File: config.mk
export PLATFORM = sky130hd
export DESIGN_NAME = display_update_sequencer
export DESIGN_NICKNAME = d
export VERILOG_FILES = /design/src/rtl/display_pkg.sv /design/src/rtl/display_cmd_rom.sv /design/src/rtl/display_update_sequencer.sv
export SDC_FILE = /design/constraint.sdc
export NUM_CORES = 1
export LEC_CHECK = 0
export BUFFER_PORTS_ARGS = -buffer_cell sky130_fd_sc_hd__buf_2
export CAP_MARGIN = 30
export CORE_MARGIN = 2
export CORE_UTILIZATION = 25
export CTS_CLUSTER_DIAMETER = 80
export DETAILED_ROUTE_END_ITERATION = 7
export HOLD_SLACK_MARGIN = 0.05
export PLACE_DENSITY_LB_ADDON = 0.25
export SYNTH_ARGS = -nofsm -noshare
export SYNTH_HDL_FRONTEND = slang
export SYNTH_HIERARCHICAL = 1
export SYNTH_SLANG_ARGS = --single-unit
File: constraint.sdc
create_clock -name aclk -period 8.9 [get_ports aclk]
set_input_delay 0.445 -clock aclk [delete_from_list [all_inputs] [get_ports aclk]]
set_output_delay 0.445 -clock aclk [all_outputs]
set_load 0.01 [all_outputs]
File: src/rtl/display_pkg.sv
// Shared types and constants for the display update sequencer.
package display_pkg;

  localparam logic [7:0] CMD_CASET = 8'h2A;
  localparam logic [7:0] CMD_PASET = 8'h2B;
  localparam logic [7:0] CMD_RAMWR = 8'h2C;

  // Command words per window: CASET + 4 params, PASET + 4 params, RAMWR.
  localparam int CMD_WORDS = 11;

  typedef enum logic [1:0] {
    ST_IDLE,
    ST_CMD,
    ST_PIX_HI,
    ST_PIX_LO
  } seq_state_t;

  // {dc, byte}: dc=0 command, dc=1 parameter or pixel data.
  typedef logic [8:0] disp_word_t;

endpackage

File: src/rtl/display_cmd_rom.sv
// Combinational command table: maps a command index and the latched
// window coordinates to the {dc, byte} word sent during the CMD phase.
module display_cmd_rom
  import display_pkg::*;
#(
  parameter int X_BITS = 9,
  parameter int Y_BITS = 9
) (
  input  logic [3:0]        idx,
  input  logic [X_BITS-1:0] x0,
  input  logic [X_BITS-1:0] x1,
  input  logic [Y_BITS-1:0] y0,
  input  logic [Y_BITS-1:0] y1,
  output disp_word_t        word
);

  logic [15:0] x0_ext, x1_ext, y0_ext, y1_ext;

  assign x0_ext = 16'(x0);
  assign x1_ext = 16'(x1);
  assign y0_ext = 16'(y0);
  assign y1_ext = 16'(y1);

  // Table lookup; out-of-range indices return an all-zero word.
  always_comb begin
    word = '0;
    case (idx)
      4'd0:  word = {1'b0, CMD_CASET};
      4'd1:  word = {1'b1, x0_ext[15:8]};
      4'd2:  word = {1'b1, x0_ext[7:0]};
      4'd3:  word = {1'b1, x1_ext[15:8]};
      4'd4:  word = {1'b1, x1_ext[7:0]};
      4'd5:  word = {1'b0, CMD_PASET};
      4'd6:  word = {1'b1, y0_ext[15:8]};
      4'd7:  word = {1'b1, y0_ext[7:0]};
      4'd8:  word = {1'b1, y1_ext[15:8]};
      4'd9:  word = {1'b1, y1_ext[7:0]};
      4'd10: word = {1'b0, CMD_RAMWR};
      default: word = '0;
    endcase
  end

endmodule

File: src/rtl/display_update_sequencer.sv
// Window update sequencer: emits CASET/PASET/RAMWR command words and then
// forwards the window's RGB565 pixels as high/low byte pairs.
// Optional build macro: DISPLAY_SEQ_TLAST_CHECK_EN enables checking of the
// producer's s_axis_tlast against the internal pixel count (sets err).
//
// state     | meaning
// ----------|-------------------------------------------------------------
// ST_IDLE   | waiting for a window request; req_ready high
// ST_CMD    | loading the remaining command words into the output register
// ST_PIX_HI | waiting for a pixel, then loading its high byte
// ST_PIX_LO | loading the low byte; with count at 0, waiting final handshake
module display_update_sequencer
  import display_pkg::*;
#(
  parameter int X_BITS = 9,
  parameter int Y_BITS = 9
) (
  input  logic              aclk,
  input  logic              reset,
  input  logic              req_valid,
  output logic              req_ready,
  input  logic [X_BITS-1:0] req_x0,
  input  logic [X_BITS-1:0] req_x1,
  input  logic [Y_BITS-1:0] req_y0,
  input  logic [Y_BITS-1:0] req_y1,
  input  logic              s_axis_tvalid,
  output logic              s_axis_tready,
  input  logic              s_axis_tlast,
  input  logic [15:0]       s_axis_tdata,
  output logic              m_axis_tvalid,
  input  logic              m_axis_tready,
  output logic              m_axis_tlast,
  output logic [8:0]        m_axis_tdata,
  output logic              busy,
  output logic              done,
  output logic              err
);

  localparam int CW = X_BITS + Y_BITS + 2;

  seq_state_t        state_q, state_d;
  logic [3:0]        idx_q, idx_d;
  logic [CW-1:0]     cnt_q, cnt_d;
  logic [X_BITS-1:0] x0_q, x0_d, x1_q, x1_d;
  logic [Y_BITS-1:0] y0_q, y0_d, y1_q, y1_d;
  logic [15:0]       pix_q, pix_d;
  logic              pix_full_q, pix_full_d;
  logic              m_valid_q, m_valid_d;
  disp_word_t        m_data_q, m_data_d;
  logic              m_last_q, m_last_d;
  logic              done_q, done_d;
  logic              err_q, err_d;

  logic              slot_free;
  logic              s_hs;
  logic              req_bad;
  logic [X_BITS:0]   req_w;
  logic [Y_BITS:0]   req_h;
  logic [CW-1:0]     req_cnt;
  disp_word_t        rom_word;

  display_cmd_rom #(
    .X_BITS(X_BITS),
    .Y_BITS(Y_BITS)
  ) u_cmd_rom (
    .idx (idx_q),
    .x0  (x0_q),
    .x1  (x1_q),
    .y0  (y0_q),
    .y1  (y1_q),
    .word(rom_word)
  );

  // Output register can take a new word when empty or being consumed.
  assign slot_free     = !m_valid_q || m_axis_tready;
  assign s_axis_tready = (state_q == ST_PIX_HI) && !pix_full_q;
  assign s_hs          = s_axis_tvalid && s_axis_tready;

  assign req_ready     = (state_q == ST_IDLE) && !reset;
  assign busy          = (state_q != ST_IDLE);
  assign done          = done_q;
  assign err           = err_q;
  assign m_axis_tvalid = m_valid_q;
  assign m_axis_tdata  = m_data_q;
  assign m_axis_tlast  = m_last_q;

`ifndef DISPLAY_SEQ_TLAST_CHECK_EN
  logic unused_tlast;
  assign unused_tlast = s_axis_tlast;
`endif

  // Request validation and pixel count, evaluated on the raw request inputs.
  always_comb begin
    req_bad = (req_x1 < req_x0) || (req_y1 < req_y0);
    req_w   = {1'b0, req_x1} - {1'b0, req_x0} + (X_BITS + 1)'(1);
    req_h   = {1'b0, req_y1} - {1'b0, req_y0} + (Y_BITS + 1)'(1);
    req_cnt = CW'(req_w) * CW'(req_h);
  end

  // Next-state and output-register loading.
  always_comb begin
    state_d    = state_q;
    idx_d      = idx_q;
    cnt_d      = cnt_q;
    x0_d       = x0_q;
    x1_d       = x1_q;
    y0_d       = y0_q;
    y1_d       = y1_q;
    pix_d      = pix_q;
    pix_full_d = pix_full_q;
    m_valid_d  = m_valid_q && !m_axis_tready;
    m_data_d   = m_data_q;
    m_last_d   = m_last_q;
    done_d     = 1'b0;
    err_d      = err_q;

    unique case (state_q)
      ST_IDLE: begin
        if (req_valid) begin
          x0_d  = req_x0;
          x1_d  = req_x1;
          y0_d  = req_y0;
          y1_d  = req_y1;
          err_d = 1'b0;
          if (req_bad) begin
            err_d  = 1'b1;
            done_d = 1'b1;
          end else begin
            // First command word goes out directly so it is valid next cycle.
            cnt_d     = req_cnt;
            idx_d     = 4'd1;
            m_valid_d = 1'b1;
            m_data_d  = {1'b0, CMD_CASET};
            m_last_d  = 1'b0;
            state_d   = ST_CMD;
          end
        end
      end

      ST_CMD: begin
        if (slot_free) begin
          m_valid_d = 1'b1;
          m_data_d  = rom_word;
          m_last_d  = 1'b0;
          idx_d     = idx_q + 4'd1;
          if (idx_q == 4'(CMD_WORDS - 1)) begin
            idx_d   = 4'd0;
            state_d = ST_PIX_HI;
          end
        end
      end

      ST_PIX_HI: begin
        if (s_hs) begin
          pix_d      = s_axis_tdata;
          pix_full_d = 1'b1;
`ifdef DISPLAY_SEQ_TLAST_CHECK_EN
          if (s_axis_tlast != (cnt_q == CW'(1))) begin
            err_d = 1'b1;
          end
`endif
        end
        // A pixel arriving this cycle is bypassed straight to the output.
        if (slot_free && (pix_full_q || s_hs)) begin
          m_valid_d = 1'b1;
          m_data_d  = {1'b1, pix_full_q ? pix_q[15:8] : s_axis_tdata[15:8]};
          m_last_d  = 1'b0;
          state_d   = ST_PIX_LO;
        end
      end

      ST_PIX_LO: begin
        if (cnt_q == '0) begin
          if (m_valid_q && m_axis_tready) begin
            done_d   = 1'b1;
            m_last_d = 1'b0;
            state_d  = ST_IDLE;
          end
        end else if (slot_free) begin
          m_valid_d  = 1'b1;
          m_data_d   = {1'b1, pix_q[7:0]};
          m_last_d   = (cnt_q == CW'(1));
          pix_full_d = 1'b0;
          cnt_d      = cnt_q - CW'(1);
          if (cnt_q != CW'(1)) begin
            state_d = ST_PIX_HI;
          end
        end
      end
    endcase
  end

  // State and datapath registers with synchronous reset.
  always_ff @(posedge aclk) begin
    if (reset) begin
      state_q    <= ST_IDLE;
      idx_q      <= '0;
      cnt_q      <= '0;
      x0_q       <= '0;
      x1_q       <= '0;
      y0_q       <= '0;
      y1_q       <= '0;
      pix_q      <= '0;
      pix_full_q <= 1'b0;
      m_valid_q  <= 1'b0;
      m_data_q   <= '0;
      m_last_q   <= 1'b0;
      done_q     <= 1'b0;
      err_q      <= 1'b0;
    end else begin
      state_q    <= state_d;
      idx_q      <= idx_d;
      cnt_q      <= cnt_d;
      x0_q       <= x0_d;
      x1_q       <= x1_d;
      y0_q       <= y0_d;
      y1_q       <= y1_d;
      pix_q      <= pix_d;
      pix_full_q <= pix_full_d;
      m_valid_q  <= m_valid_d;
      m_data_q   <= m_data_d;
      m_last_q   <= m_last_d;
      done_q     <= done_d;
      err_q      <= err_d;
    end
  end

endmodule

Word-level counts from Yosys, hierarchy flattened
Index checks and enable logic that the tools add are counted.

cells by class
  add/subtract/negate cells = 6
  multiply operators = 1
  magnitude comparators = 2
  equal/unequal tests = 26
  mux-type cells = 51
  reduce and logical (&&, ||, !) cells = 28

operators by type and width
  cell                   number
  $pmux 9 s11            1
  $mux 20                4
  $mux 9                 6
  $pmux 20 s2            1
  $pmux 9 s4             1
  $add 10x1->10 const B  2
  $eq 20x1->1 const B    1
  $logic_not 20->1       1
  $mul 10x10->20         1
  $ne 20x1->1 const B    1
  $sub 20x1->20 const B  1
  $sub 9x9->10           2
  $lt 9x9->1             2
  $mux 1                 18
  $mux 2                 9
  $eq 4x3->1 const B     4
  $mux 4                 4
  $ne 2x2->1 const B     7
  $eq 4x4->1 const B     3
  $reduce_and 6->1       2
  $ne 3x3->1 const B     3
  $eq 4x2->1 const B     2
  $mux 8                 1
  $pmux 1 s4             2
  other kinds (18)       35

storage, ports and cells
  bits in registers = 92
  input bits = 58
  output and inout bits = 16
  word-level logic and storage cells = 128

Logic depth before layout (Yosys ltp)
Gate-level depths: netlist of run 1.

  depth in word-level cells = 7
  depth in mapped cells = 29
  mapped depth without buffers = 28

By module
The synthesis of run 1 kept the hierarchy.

modules (own cells, without submodules)
  module                    times used  cells each  area each (sq um)  seq. area each (sq um)
  display_update_sequencer  1           1150        9277.6             1841.8
  display_cmd_rom           1           61          446.7              0.0

Worst setup path before layout of run 1
OpenSTA, ideal clock, no wires.

  kind = input port to flip-flop
  start point = in req_y0[2]
  end point = reg cnt_q[15]
  setup time = 0.132 ns
  arrival time = 6.962 ns
  data required time = 8.768 ns
  path slack = 1.807 ns
  stages on the path = 24
  path buffers = 1
  cells stage by stage = inv_1 -> ha_1 -> ha_1 -> a21o_1 -> a21oi_1 -> o21bai_1 -> a2111oi_2 -> nor3b_1 -> or3b_2 -> fa_1 -> fa_1 -> inv_1 -> fa_1 -> fa_1 -> inv_1 -> fa_1 -> inv_1 -> ha_1 -> clkbuf_1 -> and2_1 -> a311oi_1 -> o211ai_1 -> a2111oi_0 -> nor4_1

on the way
  cells in the longest elaborated chain, start to end = 6
  elaborated cells on any way between the ends = 10
  those cells by class = 2 x add/sub; 1 x mul; 1 x order compare; 1 x eq/ne; 3 x mux; 2 x reduce/logical

ends and longest elaborated chain
  item                  RTL line                         RTL
  start, declared       display_update_sequencer.sv:24   input logic [Y_BITS-1:0] req_y0,
  $sub 9x9->10          display_update_sequencer.sv:96   req_h = {1'b0, req_y1} - {1'b0, req_y0} + (Y_BITS + 1)'(1);
  $add 10x1->10         display_update_sequencer.sv:96
  $mul 10x10->20        display_update_sequencer.sv:97   req_cnt = CW'(req_w) * CW'(req_h);
  $mux 20               display_update_sequencer.sv:125  if (req_bad) begin
  $mux 20               display_update_sequencer.sv:119  if (req_valid) begin
  $pmux 20 s2           display_update_sequencer.sv:117  unique case (state_q)
  end signal, assigned  display_update_sequencer.sv:213  cnt_q <= cnt_d;
  end, declared         display_update_sequencer.sv:43   logic [CW-1:0] cnt_q, cnt_d;

Parallel ways exist; a longest one is shown, timed or not. The select of a mux whose other input is x is not followed.
A chain may end at the register's enable or synchronous reset.

Worst setup path after layout of run 1
Same ends and word-level chain as after synthesis.

==> run_summary.xml, run 1 <==
<?xml version="1.0" encoding="UTF-8"?>
<metrics>
  <group name="sta">
    <metric name="grt_setup_unrepaired" unit="">false</metric>
    <metric name="final-hold-violation-count" unit="">0</metric>
    <metric name="finalCriticalPeriod" unit="ns">7.52</metric>
    <metric name="timing.final.setup_violations" unit="">0</metric>
    <metric name="maxSlewViolCount" unit="">0</metric>
    <metric name="timing.clock.skew" unit="ns">0.0156</metric>
    <metric name="clock.fmax" unit="MHz">133</metric>
    <metric name="timing_worst_slew_pin_value" unit="ns">0.991</metric>
    <metric name="setup-tns-final" unit="ns">0</metric>
    <metric name="final.period_utilization" unit="%">84.5</metric>
    <metric name="slew_headroom" unit="%">33.1</metric>
    <metric name="finalWorstSetupSlack" unit="ns">1.38</metric>
  </group>
  <group name="yosys">
    <metric name="synth_edf_count" unit="">0</metric>
    <metric name="synth_simple_gate_area_share" unit="%">19.6</metric>
    <metric name="yosys_most_used_dff" unit="">sky130_fd_sc_hd__dfxtp_1</metric>
    <metric name="muxShareOfSynthArea" unit="%">1.67</metric>
    <metric name="ys.warnings.count" unit="">6</metric>
    <metric name="synth.top_cell.area_share" unit="%">18.9</metric>
    <metric name="post_synth_inst_count" unit="">1211</metric>
    <metric name="post-synth-top-area-cell" unit="">sky130_fd_sc_hd__dfxtp_1</metric>
    <metric name="synthesis.area_per_instance" unit="um2">8.03</metric>
    <metric name="synthTopCellsByArea" unit="">sky130_fd_sc_hd__dfxtp_1 19%, sky130_fd_sc_hd__fa_1 14%, sky130_fd_sc_hd__ha_1 13%</metric>
    <metric name="synth.yosys.seq_area_share" unit="%">18.9</metric>
    <metric name="synth_adder_area_share" unit="%">27.4</metric>
    <metric name="synth_xor_area_share" unit="%">2.48</metric>
    <metric name="syn_nets" unit="">1440</metric>
    <metric name="synthDistinctLibCells" unit="">87</metric>
    <metric name="combinational_family_with_the_most_area_after_synthesis" unit="">adder cells</metric>
    <metric name="register_bit_total_from_synthesis" unit="">92</metric>
    <metric name="synth_compound_area_share" unit="%">22.3</metric>
    <metric name="synth_area" unit="um2">9720</metric>
    <metric name="share_of_synthesized_registers_carrying_an_async_set_or_reset" unit="%">0</metric>
  </group>
  <group name="routing">
    <metric name="detail_route.wirelength" unit="mm">30.0</metric>
    <metric name="via_count" unit="">8788</metric>
    <metric name="wl_per_cell" unit="um">17.0</metric>
    <metric name="drt_pre_antenna_iters" unit="">6</metric>
    <metric name="post_drt_via_cell_ratio" unit="">4.98</metric>
    <metric name="drt.antenna.violating_nets" unit="">0</metric>
    <metric name="iter_0_drt_violations" unit="">587</metric>
    <metric name="post_route_drc" unit="">0</metric>
  </group>
  <group name="finish">
    <metric name="final_net_count" unit="">1469</metric>
    <metric name="antennaDiodeCount" unit="">0</metric>
    <metric name="layout-area-overhead-vs-synth" unit="%">11.6</metric>
    <metric name="most-common-layout-cells" unit="">170 x sky130_fd_sc_hd__nand2_1, 123 x sky130_fd_sc_hd__inv_1, 120 x sky130_fd_sc_hd__a21oi_1</metric>
    <metric name="fillCellCount" unit="">4310</metric>
    <metric name="commonest_non_fill_non_tap_cell_in_the_layout" unit="">sky130_fd_sc_hd__nand2_1</metric>
    <metric name="fraction_of_final_layout_cells_with_drive_strength_greater_than_1" unit="%">10.6</metric>
  </group>
  <group name="setup_path">
    <metric name="cp.arrival" unit="ns">7.75</metric>
    <metric name="critical_path.endpoint_type" unit="">flip-flop</metric>
    <metric name="cp_max_fo" unit="">10</metric>
    <metric name="setup.worst_path.start_class" unit="">primary input</metric>
    <metric name="criticalPathCategory" unit="">in -&gt; reg</metric>
    <metric name="critPathRequiredTime" unit="ns">9.13</metric>
    <metric name="rrSetupSlack" unit="ns">5.15</metric>
  </group>
  <group name="status">
    <metric name="status" unit="">finished, final reports clean</metric>
  </group>
  <group name="global_route">
    <metric name="track_usage" unit="%">14.8</metric>
    <metric name="initial_antenna_violation_count" unit="">1</metric>
    <metric name="grt_first_pass_wirelength" unit="mm">48.1</metric>
    <metric name="grt_overflow_total" unit="">0</metric>
    <metric name="grt_start_max_net_pins" unit="">66</metric>
    <metric name="grt_pass1_vias" unit="">8774</metric>
  </group>
  <group name="floorplan">
    <metric name="die_h" unit="um">201</metric>
    <metric name="start_util" unit="%">25.2</metric>
    <metric name="ioPinCount" unit="">74</metric>
    <metric name="placeableCoreArea" unit="um2">38600</metric>
    <metric name="die-width" unit="um">201</metric>
    <metric name="fp.dieArea" unit="um2">40500</metric>
    <metric name="num_rows" unit="">72</metric>
  </group>
  <group name="clock_network">
    <metric name="htreeDepth" unit="">3</metric>
    <metric name="cts_repair_resize_count" unit="">0</metric>
    <metric name="cts_hold_repair.buffers" unit="">0</metric>
    <metric name="cts_root_buf" unit="">sky130_fd_sc_hd__clkbuf_16</metric>
    <metric name="cts.repair_timing.setup_buffer_count" unit="">0</metric>
    <metric name="insertion_delay_of_the_later_clocked_pin_in_the_worst_skew_pair" unit="ns">0.36</metric>
    <metric name="cts_buffers" unit="">9</metric>
    <metric name="cts_sinks" unit="">92</metric>
    <metric name="clk_transition_reported_paths" unit="ns">0.08</metric>
    <metric name="tritoncts" unit="">yes</metric>
    <metric name="longest_clk_path_bufs" unit="">2</metric>
  </group>
  <group name="place">
    <metric name="pre_cts_ws" unit="ns">1.02</metric>
    <metric name="gp_congestion" unit="">0.813</metric>
    <metric name="io_buffer_count" unit="">72</metric>
    <metric name="dpl.hpwl" unit="mm">23.3</metric>
  </group>
  <group name="flow_run">
    <metric name="maxCapViolCount" unit="">0</metric>
  </group>
  <group name="min_path">
    <metric name="min_path_type" unit="">in -&gt; reg</metric>
  </group>
</metrics>
[synth_stat cells (all sizes together) (8+ instances only)]
cell    number
ha         101
a31oi       16
a211oi      19
a21o        11
and3         9
dfxtp       92
mux2        10
nand3       26
fa          70
nor2        65
nor3        31
clkbuf      45
a21oi      122
o21ai       44
inv        123
buf         18
xor2        11
or4         11
o211ai      11
nand2      170
and2        21
xnor2       14
nand2b       8
o31ai       14
[worst max-delay path, stage by stage]
cell	delay, ns
sky130_fd_sc_hd__buf_2	0.09
sky130_fd_sc_hd__inv_1	0.04
sky130_fd_sc_hd__ha_1	0.35
sky130_fd_sc_hd__ha_1	0.31
sky130_fd_sc_hd__a21o_1	0.18
sky130_fd_sc_hd__a21oi_1	0.31
sky130_fd_sc_hd__o21bai_1	0.19
sky130_fd_sc_hd__a2111oi_2	0.47
sky130_fd_sc_hd__nor3b_1	0.11
sky130_fd_sc_hd__buf_4	0.19
sky130_fd_sc_hd__or3b_2	0.48
sky130_fd_sc_hd__fa_1	0.51
sky130_fd_sc_hd__fa_1	0.55
sky130_fd_sc_hd__inv_1	0.05
sky130_fd_sc_hd__fa_1	0.50
sky130_fd_sc_hd__fa_1	0.54
sky130_fd_sc_hd__inv_1	0.05
sky130_fd_sc_hd__fa_1	0.41
sky130_fd_sc_hd__inv_1	0.07
sky130_fd_sc_hd__ha_1	0.31
sky130_fd_sc_hd__a21o_1	0.25
sky130_fd_sc_hd__a22o_1	0.20
sky130_fd_sc_hd__a311oi_1	0.44
sky130_fd_sc_hd__o211ai_1	0.18
sky130_fd_sc_hd__a2111oi_0	0.43
sky130_fd_sc_hd__nor4_1	0.09
[layer usage]
metal | GRT usage (%) | vias to the layer above | wire length (um)
met1 | 20.2 | 4241 | 14200
li1 | - | 4311 | -
met4 | 4.28 | 2 | 685
met5 | 0 | - | 16
met3 | 1.72 | 41 | 1090
met2 | 24.6 | 193 | 13900
[sequential cells by signal, summed over array words and instances (netlist names)]
name / count
y0_q: 9
x0_q: 9
done: 1
idx_q: 4
pix_q: 16
m_axis_tlast: 1
cnt_q: 20
m_axis_tdata: 9
x1_q: 9
y1_q: 9
state_q: 2
m_axis_tvalid: 1
pix_full_q: 1
err: 1
[layout make-up]
class	count	area [um2]	share of cell area, %
sequential	92	1840	17.0
clock inverter	7	87.6	0.807
multi-input combinational	932	7150	65.9
inverter	124	465	4.29
clock buffer	9	225	2.08
tap	518	648	5.97
timing repair buffer	81	428	3.94
[worst paths after layout]
kind,start,to,cells after the start
worst min-delay path,s_axis_tdata[9],pix_q[9],3
worst max-delay path,req_y0[2],cnt_q[15],26
worst max register to register,state_q[0],cnt_q[0],8
worst min register to register,x1_q[5],x1_q[5],2
[cells by family after synthesis]
group / count (synthesis)
AO/OA/AOI/OAI: 330
XOR/XNOR: 26
adder cells (fa/ha/maj): 171
buffers and inverters: 187
flip-flops: 92
multiplexers: 15
AND/OR/NAND/NOR: 390
[metrics by stage]
stage	hold slack [ns]	area (um2)	util [%]	std cells
after detailed placement	0.445	10500	27.3	1747
after floorplan	0.431	9720	-	1211
final	0.320	10800	28.1	1763
after global routing	0.319	10800	28.1	1763
after global placement	0.438	10500	27.3	1747
after CTS	0.305	10800	28.1	1763
Power of run 1 is not shown: default switching activity piles up to over one toggle a cycle in this logic, so the estimate is an artifact.
==> run 2, diff against run 1 <==
- clock period: 8.9 -> 7.67 ns (I/O delays scaled with it)
==> run 2 against run 1 <==
Sequential cell count unchanged. Final cell count up 0.85%. Non-clock buffer count up 15. Wire length down 1.3%. Sequential share of layout area down 0.14 points. Hold slack worse by 0.071 ns. Critical path depth unchanged. Clock-buffer cell count unchanged. Die area unchanged. Clock skew down 0.0056 ns. Via count unchanged. Critical path type unchanged. Largest cell class unchanged.
==> run_summary.xml, run 2 (synthesized netlist as in run 1, its figures left out) <==
<?xml version="1.0" encoding="UTF-8"?>
<metrics>
  <group name="floorplan">
    <metric name="ioPinCount" unit="">74</metric>
    <metric name="die-width" unit="um">201</metric>
    <metric name="placeableCoreArea" unit="um2">38600</metric>
    <metric name="start_util" unit="%">25.2</metric>
    <metric name="die_h" unit="um">201</metric>
    <metric name="num_rows" unit="">72</metric>
    <metric name="fp.dieArea" unit="um2">40500</metric>
  </group>
  <group name="setup_path">
    <metric name="cp.arrival" unit="ns">7.24</metric>
    <metric name="critical_path.endpoint_type" unit="">flip-flop</metric>
    <metric name="setup.worst_path.start_class" unit="">primary input</metric>
    <metric name="worstReg2RegStart" unit="">state_q[0]</metric>
    <metric name="worst_r2r_endpoint" unit="">cnt_q[0]</metric>
    <metric name="rrSetupSlack" unit="ns">3.96</metric>
    <metric name="worstSetupStartpoint" unit="">req_y0[2]</metric>
    <metric name="r2r_cells" unit="">8</metric>
    <metric name="max_stage_delay" unit="ns">0.55</metric>
    <metric name="criticalPathCategory" unit="">in -&gt; reg</metric>
    <metric name="cp_max_fo" unit="">4</metric>
    <metric name="critical-path-top-cell-by-count" unit="">sky130_fd_sc_hd__fa_1</metric>
    <metric name="timing.critical_path.slowest_stage_cell" unit="">sky130_fd_sc_hd__fa_1</metric>
    <metric name="critPathRequiredTime" unit="ns">7.95</metric>
  </group>
  <group name="routing">
    <metric name="drt_pre_antenna_iters" unit="">6</metric>
    <metric name="iter_0_drt_violations" unit="">554</metric>
    <metric name="wl_per_cell" unit="um">16.6</metric>
    <metric name="post_route_drc" unit="">0</metric>
    <metric name="detail_route.wirelength" unit="mm">29.6</metric>
    <metric name="post_drt_via_cell_ratio" unit="">4.94</metric>
    <metric name="drt.antenna.violating_nets" unit="">0</metric>
    <metric name="via_count" unit="">8788</metric>
  </group>
  <group name="sta">
    <metric name="finalCriticalPeriod" unit="ns">6.96</metric>
    <metric name="timing.clock.skew" unit="ns">0.0100</metric>
    <metric name="maxSlewViolCount" unit="">0</metric>
    <metric name="grt_setup_unrepaired" unit="">false</metric>
    <metric name="slew_headroom" unit="%">29.8</metric>
    <metric name="final-hold-violation-count" unit="">0</metric>
    <metric name="timing.final.setup_violations" unit="">0</metric>
    <metric name="clock.fmax" unit="MHz">144</metric>
    <metric name="final.period_utilization" unit="%">90.8</metric>
    <metric name="setup-tns-final" unit="ns">0</metric>
    <metric name="timing_worst_slew_pin_value" unit="ns">1.04</metric>
  </group>
  <group name="clock_network">
    <metric name="cts_hold_repair.buffers" unit="">0</metric>
    <metric name="cts_sinks" unit="">92</metric>
    <metric name="insertion_delay_of_the_later_clocked_pin_in_the_worst_skew_pair" unit="ns">0.37</metric>
    <metric name="tritoncts" unit="">yes</metric>
    <metric name="cts_buffers" unit="">9</metric>
    <metric name="clk_transition_reported_paths" unit="ns">0.08</metric>
    <metric name="cts_repair_resize_count" unit="">0</metric>
    <metric name="cts.repair_timing.setup_buffer_count" unit="">0</metric>
    <metric name="longest_clk_path_bufs" unit="">2</metric>
    <metric name="cts_root_buf" unit="">sky130_fd_sc_hd__clkbuf_16</metric>
    <metric name="htreeDepth" unit="">3</metric>
  </group>
  <group name="min_path">
    <metric name="hold_path.startpoint" unit="">s_axis_tdata[3]</metric>
    <metric name="min_path_type" unit="">in -&gt; reg</metric>
    <metric name="min_to" unit="">pix_q[3]</metric>
    <metric name="min_delay_path_depth" unit="">3</metric>
  </group>
  <group name="global_route">
    <metric name="grt_overflow_total" unit="">0</metric>
    <metric name="grt_pass1_vias" unit="">8647</metric>
    <metric name="grt_start_max_net_pins" unit="">66</metric>
    <metric name="track_usage" unit="%">14.6</metric>
    <metric name="grt_first_pass_wirelength" unit="mm">47.6</metric>
    <metric name="initial_antenna_violation_count" unit="">0</metric>
  </group>
  <group name="finish">
    <metric name="antennaDiodeCount" unit="">0</metric>
    <metric name="fraction_of_final_layout_cells_with_drive_strength_greater_than_1" unit="%">11.7</metric>
    <metric name="largest_register_ff_count" unit="">20</metric>
    <metric name="layout-area-overhead-vs-synth" unit="%">12.5</metric>
    <metric name="regMostFlops" unit="">cnt_q</metric>
    <metric name="fillCellCount" unit="">4319</metric>
    <metric name="final_net_count" unit="">1484</metric>
    <metric name="most-common-layout-cells" unit="">170 x sky130_fd_sc_hd__nand2_1, 123 x sky130_fd_sc_hd__inv_1, 120 x sky130_fd_sc_hd__a21oi_1</metric>
    <metric name="layout_top_registers" unit="">cnt_q: 20 flops, pix_q: 16 flops</metric>
    <metric name="commonest_non_fill_non_tap_cell_in_the_layout" unit="">sky130_fd_sc_hd__nand2_1</metric>
  </group>
  <group name="place">
    <metric name="io_buffer_count" unit="">72</metric>
    <metric name="dpl.hpwl" unit="mm">23.3</metric>
    <metric name="gp_congestion" unit="">0.795</metric>
  </group>
  <group name="flow_run">
    <metric name="maxCapViolCount" unit="">0</metric>
  </group>
  <group name="status">
    <metric name="status" unit="">finished, final reports clean</metric>
  </group>
</metrics>
[run 2: changes by cell type in the layout (fill, tap and decap cells not counted)]
cell                        previous run  this run
sky130_fd_sc_hd__buf_4                 9        24
sky130_fd_sc_hd__bufinv_16             1         0
sky130_fd_sc_hd__clkinv_2              0         1
[run 2: worst max-delay path, delay by kind of cell]
family,cells,cell delay (ns)
AO/OA/AOI/OAI,9,2.03
multiplexers,1,0.21
adder cells (fa/ha/maj),8,3.53
buffers and inverters,6,0.45
AND/OR/NAND/NOR,2,0.64
[run 2: routing by layer]
| layer | up-vias | wire length (um) | track usage [%] | part of all wire, % |
|---|---|---|---|---|
| li1 | 4340 | - | - | - |
| met1 | 4275 | 14200 | 19.6 | 48 |
| met2 | 151 | 14100 | 25.1 | 48 |
| met3 | 22 | 885 | 1.88 | 3.0 |
| met4 | 0 | 403 | 3.10 | 1.4 |
| met5 | - | 0 | 0 | 0 |
[run 2: worst max-delay path by stage]
stage                endpoint  slack, ns  cells after the start
floorplan           cnt_q[15]       0.64                     24
global placement    cnt_q[17]       0.32                     28
detailed placement  cnt_q[17]       0.29                     28
CTS                 cnt_q[17]       0.66                     28
global route        cnt_q[15]       0.17                     28
finish              cnt_q[17]       0.71                     26
[run 2: layout make-up]
cell class / count / area [um2] / share of cell area, %
Clock buffer: 9 / 225 / 2.06
Clock inverter: 7 / 62.6 / 0.572
Inverter: 124 / 465 / 4.26
Multi-Input combinational cell: 932 / 7150 / 65.4
Sequential cell: 92 / 1840 / 16.8
Tap cell: 518 / 648 / 5.93
Timing Repair Buffer: 96 / 541 / 4.94
[run 2: per-stage QoR]
step / std cells / instance area (um2) / worst slack, ns / util (%) / hold slack [ns]
6_report: 1778 / 10900 / 0.706 / 28.4 / 0.249
5_1_grt: 1778 / 10900 / 0.166 / 28.4 / 0.241
3_3_place_gp: 1762 / 10600 / 0.324 / 27.6 / 0.438
3_5_place_dp: 1762 / 10600 / 0.286 / 27.6 / 0.445
4_1_cts: 1778 / 10900 / 0.659 / 28.4 / 0.242
2_1_floorplan: 1211 / 9720 / 0.638 / - / 0.431
Power of run 2 is left out for the same reason.
==> run 3, diff against run 2 <==
- ABC_AREA: unset -> 1
- CTS_BUF_LIST: unset -> sky130_fd_sc_hd__clkbuf_8
- clock period: 7.67 -> 8.05 ns (I/O delays scaled with it)
==> run 3 against run 2 <==
Synthesized cell count up 19%. Sequential share of layout area is 0.22 points higher. Die area fell by 0.43%. Register-to-register slack better by 1.3 ns. Critical path depth up 10. Clock skew grew 0.016 ns. Clock-buffer cell count unchanged. Wire length down 4.4%. Hold slack improved by 0.018 ns. First-iteration DRC count decreased by 1.4%. Non-clock buffer count decreased by 14. Final cell count grew 14%. Critical endpoint is now cnt_q[9]. Largest cell class unchanged.
==> run_summary.xml, run 3 <==
<?xml version="1.0" encoding="UTF-8"?>
<metrics>
  <group name="sta">
    <metric name="clock.fmax" unit="MHz">150</metric>
    <metric name="finalCriticalPeriod" unit="ns">6.67</metric>
    <metric name="maxSlewViolCount" unit="">0</metric>
    <metric name="timing.final.setup_violations" unit="">0</metric>
    <metric name="final.period_utilization" unit="%">82.9</metric>
    <metric name="grt_setup_unrepaired" unit="">false</metric>
    <metric name="timing.clock.skew" unit="ns">0.0258</metric>
    <metric name="final-hold-violation-count" unit="">0</metric>
    <metric name="slew_headroom" unit="%">46.7</metric>
    <metric name="setup-tns-final" unit="ns">0</metric>
    <metric name="timing_worst_slew_pin_value" unit="ns">0.800</metric>
  </group>
  <group name="finish">
    <metric name="layout-area-overhead-vs-synth" unit="%">11.5</metric>
    <metric name="fraction_of_final_layout_cells_with_drive_strength_greater_than_1" unit="%">8.39</metric>
    <metric name="antennaDiodeCount" unit="">0</metric>
    <metric name="largest_register_ff_count" unit="">20</metric>
    <metric name="commonest_non_fill_non_tap_cell_in_the_layout" unit="">sky130_fd_sc_hd__nand2_1</metric>
    <metric name="layout_top_registers" unit="">cnt_q: 20 flops, pix_q: 16 flops</metric>
    <metric name="regMostFlops" unit="">cnt_q</metric>
    <metric name="most-common-layout-cells" unit="">368 x sky130_fd_sc_hd__nand2_1, 225 x sky130_fd_sc_hd__inv_1, 188 x sky130_fd_sc_hd__nor2_1</metric>
    <metric name="final_net_count" unit="">1726</metric>
    <metric name="instances_no_fill" unit="">2020</metric>
  </group>
  <group name="routing">
    <metric name="drt.antenna.violating_nets" unit="">0</metric>
    <metric name="via_count" unit="">9010</metric>
    <metric name="post_route_drc" unit="">0</metric>
    <metric name="detail_route.wirelength" unit="mm">28.3</metric>
    <metric name="iter_0_drt_violations" unit="">546</metric>
    <metric name="wl_per_cell" unit="um">14.0</metric>
    <metric name="post_drt_via_cell_ratio" unit="">4.46</metric>
    <metric name="drt_pre_antenna_iters" unit="">7</metric>
  </group>
  <group name="setup_path">
    <metric name="r2r_cells" unit="">8</metric>
    <metric name="max_stage_delay" unit="ns">0.56</metric>
    <metric name="critical_path.endpoint_type" unit="">flip-flop</metric>
    <metric name="setup.worst_path.start_class" unit="">primary input</metric>
    <metric name="critical_path_cell_count" unit="">36</metric>
    <metric name="worstReg2RegStart" unit="">state_q[1]</metric>
    <metric name="critical_path.top_delay_family" unit="">adder cells</metric>
    <metric name="cp.arrival" unit="ns">6.99</metric>
    <metric name="criticalPathCategory" unit="">in -&gt; reg</metric>
    <metric name="worst_r2r_endpoint" unit="">cnt_q[4]</metric>
    <metric name="rrSetupSlack" unit="ns">5.26</metric>
    <metric name="cp_max_fo" unit="">6</metric>
    <metric name="critical-path-top-cell-by-count" unit="">sky130_fd_sc_hd__nand2_1</metric>
    <metric name="timing.critical_path.slowest_stage_cell" unit="">sky130_fd_sc_hd__fa_1</metric>
    <metric name="cp.buffers_inverters" unit="">10</metric>
    <metric name="critPathRequiredTime" unit="ns">8.37</metric>
  </group>
  <group name="global_route">
    <metric name="track_usage" unit="%">14.5</metric>
    <metric name="grt_first_pass_wirelength" unit="mm">46.9</metric>
    <metric name="grt_overflow_total" unit="">0</metric>
    <metric name="grt_pass1_vias" unit="">9017</metric>
    <metric name="initial_antenna_violation_count" unit="">0</metric>
    <metric name="grt_start_max_net_pins" unit="">68</metric>
  </group>
  <group name="floorplan">
    <metric name="ioPinCount" unit="">74</metric>
    <metric name="start_util" unit="%">25.2</metric>
    <metric name="num_rows" unit="">72</metric>
    <metric name="die-width" unit="um">201</metric>
    <metric name="fp.dieArea" unit="um2">40300</metric>
    <metric name="die_h" unit="um">201</metric>
    <metric name="placeableCoreArea" unit="um2">38500</metric>
  </group>
  <group name="clock_network">
    <metric name="insertion_delay_of_the_later_clocked_pin_in_the_worst_skew_pair" unit="ns">0.40</metric>
    <metric name="cts_hold_repair.buffers" unit="">0</metric>
    <metric name="cts_sinks" unit="">92</metric>
    <metric name="clk_transition_reported_paths" unit="ns">0.12</metric>
    <metric name="tritoncts" unit="">yes</metric>
    <metric name="cts.repair_timing.setup_buffer_count" unit="">0</metric>
    <metric name="cts_root_buf" unit="">sky130_fd_sc_hd__clkbuf_8</metric>
    <metric name="longest_clk_path_bufs" unit="">2</metric>
    <metric name="cts_repair_resize_count" unit="">0</metric>
    <metric name="cts_buffers" unit="">9</metric>
    <metric name="htreeDepth" unit="">3</metric>
  </group>
  <group name="place">
    <metric name="dpl.cell_count" unit="">2004</metric>
    <metric name="gp_congestion" unit="">0.848</metric>
    <metric name="io_buffer_count" unit="">72</metric>
    <metric name="dpl.hpwl" unit="mm">22.7</metric>
  </group>
  <group name="yosys">
    <metric name="synth.top_cell.area_share" unit="%">19.0</metric>
    <metric name="synthesis.area_per_instance" unit="um2">6.71</metric>
    <metric name="post_synth_inst_count" unit="">1443</metric>
    <metric name="register_bit_total_from_synthesis" unit="">92</metric>
    <metric name="synth.top_cells.by_count" unit="">368 x sky130_fd_sc_hd__nand2_1, 226 x sky130_fd_sc_hd__inv_1, 188 x sky130_fd_sc_hd__nor2_1, 101 x sky130_fd_sc_hd__ha_1, 100 x sky130_fd_sc_hd__a21oi_1</metric>
    <metric name="synthMostInstantiatedCell" unit="">sky130_fd_sc_hd__nand2_1</metric>
    <metric name="post-synth-top-area-cell" unit="">sky130_fd_sc_hd__dfxtp_1</metric>
    <metric name="syn_nets" unit="">1672</metric>
    <metric name="synthTopCellsByArea" unit="">sky130_fd_sc_hd__dfxtp_1 19%, sky130_fd_sc_hd__fa_1 14%, sky130_fd_sc_hd__nand2_1 14%</metric>
    <metric name="share_of_synthesized_registers_carrying_an_async_set_or_reset" unit="%">0</metric>
    <metric name="ys.warnings.count" unit="">6</metric>
    <metric name="synth.yosys.seq_area_share" unit="%">19.0</metric>
    <metric name="synthDistinctLibCells" unit="">39</metric>
    <metric name="synth_area" unit="um2">9680</metric>
    <metric name="yosys_most_used_dff" unit="">sky130_fd_sc_hd__dfxtp_1</metric>
    <metric name="synth_edf_count" unit="">0</metric>
  </group>
  <group name="min_path">
    <metric name="min_path_type" unit="">in -&gt; reg</metric>
    <metric name="hold_path.startpoint" unit="">req_y0[3]</metric>
    <metric name="min_delay_path_depth" unit="">3</metric>
    <metric name="min_to" unit="">y0_q[3]</metric>
  </group>
  <group name="flow_run">
    <metric name="maxCapViolCount" unit="">0</metric>
  </group>
  <group name="status">
    <metric name="status" unit="">finished, final reports clean</metric>
  </group>
</metrics>
run 3: cell count changes after synthesis, moves of 11 or more:
cell	delta
sky130_fd_sc_hd__a21o_1	-11
sky130_fd_sc_hd__a211oi_1	-16
sky130_fd_sc_hd__clkbuf_1	-22
sky130_fd_sc_hd__nor2_1	+123
sky130_fd_sc_hd__and2_1	-19
sky130_fd_sc_hd__nor3_1	-21
sky130_fd_sc_hd__o21ai_0	+45
sky130_fd_sc_hd__nand3_1	+45
sky130_fd_sc_hd__a21oi_1	-20
sky130_fd_sc_hd__inv_1	+103
sky130_fd_sc_hd__o31ai_1	-14
sky130_fd_sc_hd__nand2_1	+198
run 3: per-stage QoR:
stage	setup slack, ns	area [um2]	hold WS (ns)	util [%]
after floorplan	1.80	9680	0.430	-
after global placement	0.997	10600	0.440	27.4
after detailed placement	0.977	10600	0.446	27.5
after CTS	1.40	10800	0.247	28.1
after global routing	0.777	10800	0.253	28.1
final	1.38	10800	0.267	28.1
run 3: kinds of logic (layout without fill, tap and decap cells):
group	count (synthesis)	count (layout)	share of synthesized area, %
fa+ha+maj	171	171	27.5
compound gates	214	214	11.8
xor+xnor	15	15	1.36
flops	92	92	19.0
simple gates	683	683	29.3
buf+inv	268	327	11.0
run 3: area by class of cell:
| type | instances | area, um2 |
|---|---|---|
| Multi-Input combinational cell | 1083 | 6780 |
| Inverter | 229 | 860 |
| Clock buffer | 9 | 124 |
| Timing Repair Buffer | 82 | 455 |
| Sequential cell | 92 | 1840 |
| Clock inverter | 7 | 91.3 |
| Tap cell | 518 | 648 |
| Fill cell | 4351 | 27700 |
run 3: routing by layer:
| layer | vias to the layer above | track usage, % | share of wire [%] |
|---|---|---|---|
| met5 | - | 0 | 0 |
| met4 | 0 | 3.65 | 1.8 |
| met3 | 25 | 2.11 | 4.1 |
| met2 | 143 | 24.1 | 46 |
| met1 | 4198 | 19.6 | 49 |
| li1 | 4644 | - | - |
run 3: worst max-delay path by stage:
stage | from | endpoint | slack (ns)
after detailed placement | req_x0[1] | cnt_q[9] | 0.98
after CTS | req_x0[1] | cnt_q[9] | 1.40
after global placement | req_x0[1] | cnt_q[13] | 1.0
after floorplan | req_y0[1] | cnt_q[19] | 1.80
final | req_x0[1] | cnt_q[9] | 1.38
after global routing | req_x0[1] | cnt_q[9] | 0.78
run 3: tightest hold or removal path, delay by kind of cell:
| family | cells | cell delay [ns] |
|---|---|---|
| buf+inv | 2 | 0.12 |
| compound gates | 1 | 0.11 |
Power of run 3 is left out for the same reason.
